**config.mk**
```make
export PLATFORM = sky130hd
export DESIGN_NAME = inst_fetch
export DESIGN_NICKNAME = d
export VERILOG_FILES = /design/src/rtl/inst_fetch.sv
export SDC_FILE = /design/constraint.sdc
export NUM_CORES = 1
export LEC_CHECK = 0
export ABC_AREA = 1
export CAP_MARGIN = 10
export CORE_UTILIZATION = 40
export DETAILED_ROUTE_END_ITERATION = 7
export PLACE_DENSITY = 0.76
export SKIP_CTS_REPAIR_TIMING = 1
export SLEW_MARGIN = 40
export SYNTH_ARGS = -nofsm -noshare
export SYNTH_HDL_FRONTEND = slang
export SYNTH_SLANG_ARGS = --single-unit
```
**constraint.sdc**
```tcl
create_clock -name clk -period 1.2 [get_ports clk]
set_clock_uncertainty 0.15 [all_clocks]
set_input_delay 0.3 -clock clk [delete_from_list [all_inputs] [get_ports clk]]
set_output_delay 0.3 -clock clk [all_outputs]
set_load 0.03 [all_outputs]
```
**src/rtl/inst_fetch.sv**
```systemverilog
// inst_fetch: PC/ROM fetch unit with one-entry IR, valid/ready output, branch redirect and halt detection.
// Define FETCH_COUNT_EN to add a saturating accepted-instruction counter on fetch_count_o.
module inst_fetch #(
  parameter int ADDR_W = 8,
  parameter int INST_W = 8,
  parameter logic [ADDR_W-1:0] RESET_PC = 8'h00,
  parameter logic [INST_W-1:0] HALT_INST = 8'hFF
) (
  input  logic              clk,
  input  logic              reset,
  input  logic              start_i,
  output logic [ADDR_W-1:0] address_o,
  input  logic [INST_W-1:0] instruction_i,
  input  logic              branch_i,
  input  logic [ADDR_W-1:0] branch_target_i,
  output logic [INST_W-1:0] inst_o,
  output logic [ADDR_W-1:0] pc_o,
  output logic              valid_o,
  input  logic              ready_i,
`ifdef FETCH_COUNT_EN
  output logic [15:0]       fetch_count_o,
`endif
  output logic              halted_o
);
  localparam logic [1:0] IDLE = 2'd0;
  localparam logic [1:0] RUN  = 2'd1;
  localparam logic [1:0] HALT = 2'd2;
  logic [1:0] state;
  logic [ADDR_W-1:0] pc;
  assign address_o = pc;
  assign halted_o = state == HALT;
  always_ff @(posedge clk) begin
    if (reset) begin
      state <= IDLE;
      pc <= RESET_PC;
      valid_o <= 1'b0;
      inst_o <= '0;
      pc_o <= '0;
    end else if (branch_i && state != IDLE) begin
      pc <= branch_target_i;
      valid_o <= 1'b0;
      state <= RUN;
    end else if (state == IDLE) begin
      if (start_i) state <= RUN;
    end else if (state == RUN) begin
      if (!valid_o || ready_i) begin
        inst_o <= instruction_i;
        pc_o <= pc;
        valid_o <= 1'b1;
        if (instruction_i == HALT_INST) state <= HALT;
        else pc <= pc + ADDR_W'(1);
      end
    end else if (ready_i) begin
      valid_o <= 1'b0;
    end
  end
`ifdef FETCH_COUNT_EN
  always_ff @(posedge clk) begin
    if (reset) fetch_count_o <= '0;
    else if (valid_o && ready_i && fetch_count_o != 16'hFFFF) fetch_count_o <= fetch_count_o + 16'd1;
  end
`endif
endmodule

```
==> flow_metrics.tcl, run 1 <==
set metrics [dict create \
    min_path_type "primary input to flop" \
    setup_slack_ps -315 \
    violations "negative setup slack" \
    maxCapViolations 0 \
    synthCells 192 \
    worst_skew_pair.late_latency_ps 320 \
    yosysMostFrequentCell "nand2_1" \
    regToRegEndpoint "address_o[6]" \
    post-route-util_pct 82.7 \
    rows 20 \
    synthesis.nets 214 \
    synth_area_leaders "dfxtp_1, nand2_1, nand3_1" \
    peakVddDrop_v 0.000564 \
    synth_area_mm2 0.00132 \
    antenna_found_initial 0 \
    synthDominantCellAreaShare_pct 40.9 \
    die-area_mm2 0.00353 \
    place.gp.congestion 0.815 \
    grt_max_degree 20 \
    synth_flop_cell "dfxtp_1" \
    reg2reg_from "address_o[1]" \
    vias_per_cell 5.24 \
    wire_per_inst_um 15.1 \
    crit_path_start_kind "flop" \
    clk_transition_reported_paths_ps 140 \
    coreArea_mm2 0.00310 \
    critical_path_arrival_ps 1060 \
    grt_pass1_wl_um 5130 \
    port_buffers 46 \
    fmax_mhz 660 \
    drt_first_pass_iters 5 \
    grt_pass1_vias 1237 \
    drc_errors 0 \
    final_nets 304 \
    p_leak_nw 1.15 \
    die_w_um 59.4 \
    drv_slew 0 \
    syn_avg_cell_area_um2 6.88 \
    synthToLayoutAreaGrowth_pct 94.3 \
    min_delay_path_depth 3 \
    cts_max_path_buffers 2 \
    drt_first_iter_violations 99 \
    synth_top_area_cell "dfxtp_1" \
    finalSetupTns_ps -6740 \
    start_util_pct 42.5 \
    p_total_mw 2.19 \
    final_layout_size_suffix_gt1_share_pct 56.9 \
    synthDistinctLibCells 22 \
    netlist_top_cells_count "nand2_1, dfxtp_1, nand3_1, nor2_1, a21oi_1" \
    ys_warn_count 0 \
    hpwlAfterDp_um 2360 \
    drt-total-wl_um 4910 \
    finalCritPeriodShare_pct 126 \
    finalHoldViolations 0 \
    clock-sinks 27 \
    status "finished, violations left" \
    crit_path_max_fanout 3 \
    root_buffer "clkbuf_4" \
    yosysSeqAreaShare_pct 40.9 \
    ff2ff_setup_slack_ps -270 \
    globalRouteTotalUtil_pct 19.0 \
    final.min_clock_period_ps 1510 \
    post_dp_cell_area_mm2 0.00192 \
    fp.dieH_um 59.4 \
    end_kind "output pin" \
    rsz0062_at_grt "true" \
    num_vias 1702 \
    h-tree-depth 1 \
    ys_ff_latch 27 \
    critPathKind "flop to output pin" \
    synth_edf_count 0 \
    setup_viol_count_final 50 \
    hp-start "instruction_i[5]" \
    cts_tree "yes" \
    antenna_cells 0 \
    numCtsBuffers 3 \
    hold_path_end "inst_o[5]" \
    powerDensity_mw_per_mm2 853 \
    tightest_slew_ps 300 \
    io_pins 47 \
    async_flop_share_pct 0 \
    grt_overflow 0 \
    ant_nets 0 \
    stdcell_area_mm2 0.00256 \
    r2r_cells 7 \
    worstPathRequired_ps 750 \
    slew_headroom_pct 80.0 \
]
sequential cells by signal (all words and copies together), names as in the netlist:
signal,cells
state,2
inst_o,8
valid_o,1
pc_o,8
address_o,8
layer usage:
metal | up-vias | global-route usage [%] | share of wire [%]
li1 | 801 | - | -
met2 | 105 | 30.8 | 51
met5 | - | 0 | 0
met3 | 18 | 2.84 | 7.3
met1 | 778 | 25.2 | 39
met4 | 0 | 7.14 | 2.5
worst max-delay path, stage by stage, from the launching register on:
cell and delay (ps):
dfxtp_2 360, inv_2 50, buf_6 120, nor2_4 90, buf_6 130
how the worst max path moves through the flow:
stage | from | end | cells past startpoint
2_1_floorplan | state[1] | inst_o[0] | 8
3_3_place_gp | instruction_i[5] | address_o[5] | 8
3_5_place_dp | instruction_i[5] | address_o[5] | 8
4_1_cts | state[1] | halted_o | 4
5_1_grt | state[1] | halted_o | 4
6_report | state[1] | halted_o | 4
area by class of cell:
| class | instances | area (um^2) |
|---|---|---|
| Clock buffer | 3 | 22.5 |
| Tap cell | 44 | 55.1 |
| Clock inverter | 1 | 5.00 |
| Inverter | 12 | 47.5 |
| Timing Repair Buffer | 90 | 931 |
| Multi-Input combinational cell | 148 | 912 |
| Sequential cell | 27 | 592 |
| Fill cell | 181 | 538 |
placed cells by master (no fill, tap or decap):
cell type         n
a21oi_1           7
a21oi_2          12
and2_1            1
and2_4            1
buf_12            3
buf_4            30
buf_6            36
buf_8             1
clkbuf_4          3
clkdlybuf4s50_1  10
clkinv_2          1
dfxtp_2          20
dfxtp_4           7
dlymetal6s2s_1   10
ha_4              1
inv_1             8
inv_2             3
inv_4             1
nand2_1          40
nand2_2          14
nand2_4           6
nand2_8           3
nand3_1          21
nand3_2           6
nand3b_1          1
nor2_1           13
nor2_2            8
nor2_4            3
nor2b_1           1
o21ai_0           5
o21ai_1           3
o22ai_1           1
or2_4             1
metrics by stage:
stage / std cells / hold WS, ps / setup slack, ps
after floorplan: 192 / 314 / -120
after global placement: 295 / 299 / -561
after detailed placement: 295 / 304 / -587
after CTS: 299 / 324 / -369
after global routing: 325 / 123 / -363
final: 325 / 128 / -315
logic make-up after synthesis:
group	after synthesis	synth area share (%)
flops	27	40.9
compound gates	28	10.7
fa+ha+maj	1	0.948
simple gates	117	39.3
buf+inv	19	8.06
report_power, final:
part	total [mW]	switching, mW	internal [mW]	leakage (nW)
Clock	0.392	0.267	0.125	0.0177
Combinational	0.792	0.402	0.390	0.895
Sequential	1.00	0.0572	0.948	0.234
Total	2.19	0.726	1.46	1.15
Note: power is estimated with default switching activity, not from simulation.
==> run 2, diff against run 1 <==
- ABC_AREA: 1 -> 0
- CORE_UTILIZATION: 40 -> 42
- PLACE_DENSITY: 0.76 -> 0.79
- SLEW_MARGIN: 40 -> 20
- clock period: 1.2 -> 1.5 ns (I/O delays scaled with it)
==> flow_metrics.tcl, run 2 <==
set metrics [dict create \
    status "finished, violations left" \
    violations "negative setup slack" \
    regArea_um2 568 \
    crit_chain "and2b_4 > nand3_4 > or4_1 > a311oi_1" \
    tightest_slew_ps 302 \
    coreArea_mm2 0.00257 \
    ys_warn_count 0 \
    ys_ff_latch 27 \
    globalRouteTotalUtil_pct 26.6 \
    fp.dieH_um 55.1 \
    h-tree-depth 1 \
    synth_edf_count 0 \
    drt_first_iter_violations 44 \
    powerDensity_mw_per_mm2 754 \
    final_nets 245 \
    cts_tree "yes" \
    drv_slew 0 \
    synth_area_mm2 0.00118 \
    drc_errors 0 \
    setup_slack_ps -197 \
    mostFrequentLayoutCell "buf_4" \
    antenna_found_initial 0 \
    cpLargestDelayFamily "simple AND/OR/NAND/NOR gates" \
    die_w_um 55.1 \
    cts_max_path_buffers 2 \
    final.min_clock_period_ps 1700 \
    synth_area_leaders "dfxtp_1, o21ai_0, a21oi_1" \
    clk_transition_reported_paths_ps 150 \
    finalCritPeriodShare_pct 113 \
    synthDominantCellAreaShare_pct 45.7 \
    async_flop_share_pct 0 \
    antenna_cells 0 \
    peakVddDrop_v 0.000648 \
    synth-xor-area-share_pct 0 \
    holdWs_ps 155 \
    yosysMostFrequentCell "dfxtp_1" \
    synthDistinctLibCells 27 \
    synthToLayoutAreaGrowth_pct 82.6 \
    rsz0062_at_grt "true" \
    drt-total-wl_um 4550 \
    port_buffers 46 \
    p_leak_nw 0.906 \
    slowest_stage "or4_1" \
    hpwlAfterDp_um 2640 \
    final_layout_size_suffix_gt1_share_pct 47.7 \
    cp_num_buf_inv 0 \
    slew_headroom_pct 79.7 \
    maxCapViolations 0 \
    worstPathRequired_ps 1610 \
    die-area_mm2 0.00303 \
    numCtsBuffers 3 \
    netlist_top_cells_count "dfxtp_1, o21ai_0, nand2_1, a21oi_1" \
    synth-compound-area-share_pct 27.0 \
    drt_first_pass_iters 4 \
    fmax_mhz 589 \
    rows 18 \
    yosysSeqAreaShare_pct 45.7 \
    p_total_mw 1.63 \
    finalHoldViolations 0 \
    grt_overflow 0 \
    end_kind "flop" \
    crit_path_max_fanout 5 \
    worst_skew_pair.late_latency_ps 340 \
    multi_input_area_um2 748 \
    root_buffer "clkbuf_4" \
    grt_pass1_vias 1342 \
    layout_common_cells "buf_4, nand2_1, dfxtp_1, buf_6" \
    syn_avg_cell_area_um2 8.11 \
    clock-sinks 27 \
    crit_path_start_kind "flop" \
    synth-adder-area-share_pct 1.06 \
    critPathKind "flop to flop" \
    synthesis.nets 168 \
    muxShareOfSynthArea_pct 0 \
    io_pins 47 \
    ant_nets 0 \
    wire_per_inst_um 18.1 \
    grt_max_degree 28 \
    num_vias 1533 \
    slowest_delay_ps 430 \
    synth_simple_gate_area_share_pct 22.7 \
    min_path_type "primary input to flop" \
    critical_path_arrival_ps 1800 \
    setup_viol_count_final 27 \
    synthCells 146 \
    synth_flop_cell "dfxtp_1" \
    place.gp.congestion 0.822 \
    start_util_pct 46.1 \
    synth_top_family_by_area "compound AO/OA/AOI/OAI gates" \
    grt_pass1_wl_um 5670 \
    synth_top_area_cell "dfxtp_1" \
    nFillCells 143 \
    vias_per_cell 6.08 \
]
-- run 2: cell count changes after synthesis, moves of 4 or more --
cell      before  now
o21ai_0        7   20
or4_1          0    5
nand4_1        0    4
inv_1          8    0
clkbuf_1       2   10
inv_2          4    0
nand2_1       56   18
nor2_1        22   10
o31ai_1        0    5
nand3_1       27    4
a311oi_1       0    8
-- run 2: final cells by class --
cell class	instances	area share (%)
repair buffers	82	36.0
multi-input cells	109	34.6
flip-flops and latches	27	26.3
well taps	30	1.74
clock buffers	3	1.04
clock inverters	1	0.290
-- run 2: tightest hold or removal path: stages --
cell            delay [ps]
dlymetal6s2s_1         130
nand2_1                 60
a21oi_1                 50
-- run 2: cells by family (layout without fill, tap and decap cells) --
kind of cell | Yosys count | count (layout)
compound gates | 54 | 54
simple gates | 53 | 54
flops | 27 | 27
buf+inv | 11 | 86
fa+ha+maj | 1 | 1
-- run 2: through the flow --
step | TNS [ps] | util, % | std cells | cell area, um^2 | setup WS [ps]
after floorplan | -347 | - | 146 | 1230 | -107
after detailed placement | -9980 | 72.0 | 239 | 1850 | -705
after global routing | -3420 | 84.2 | 252 | 2160 | -247
final | -2130 | 84.2 | 252 | 2160 | -197
after CTS | -2400 | 73.1 | 243 | 1880 | -356
after global placement | -8730 | 72.0 | 239 | 1850 | -619
-- run 2: path summary, 6_finish.rpt --
kind                       end        startpoint  depth (start not counted)  slack [ps]
setup / recovery  address_o[4]          state[1]                          4        -200
hold / removal       inst_o[4]  instruction_i[4]                          3         160
setup reg to reg  address_o[4]          state[1]                          4        -200
hold reg to reg      inst_o[5]         inst_o[5]                          2         340
-- run 2: routing by layer --
layer / wire (um) / track usage [%] / up-vias
met3: 266 / 3.83 / 13
li1: - / - / 694
met2: 2300 / 50.0 / 75
met1: 1880 / 29.5 / 751
met4: 96 / 10.8 / 0
met5: 0 / 0 / -
-- run 2: power by group --
group | leakage (nW) | switching [mW] | internal [mW] | total (mW)
combinational | 0.662 | 0.251 | 0.239 | 0.490
sequential | 0.226 | 0.0385 | 0.755 | 0.793
clock | 0.0183 | 0.241 | 0.105 | 0.346
total | 0.906 | 0.530 | 1.10 | 1.63
==> run 3, diff against run 2 <==
- CTS_CLUSTER_SIZE: not set -> 24
==> results of run 3 <==
The final DEF is identical to that of run 2; final timing and power are the same.
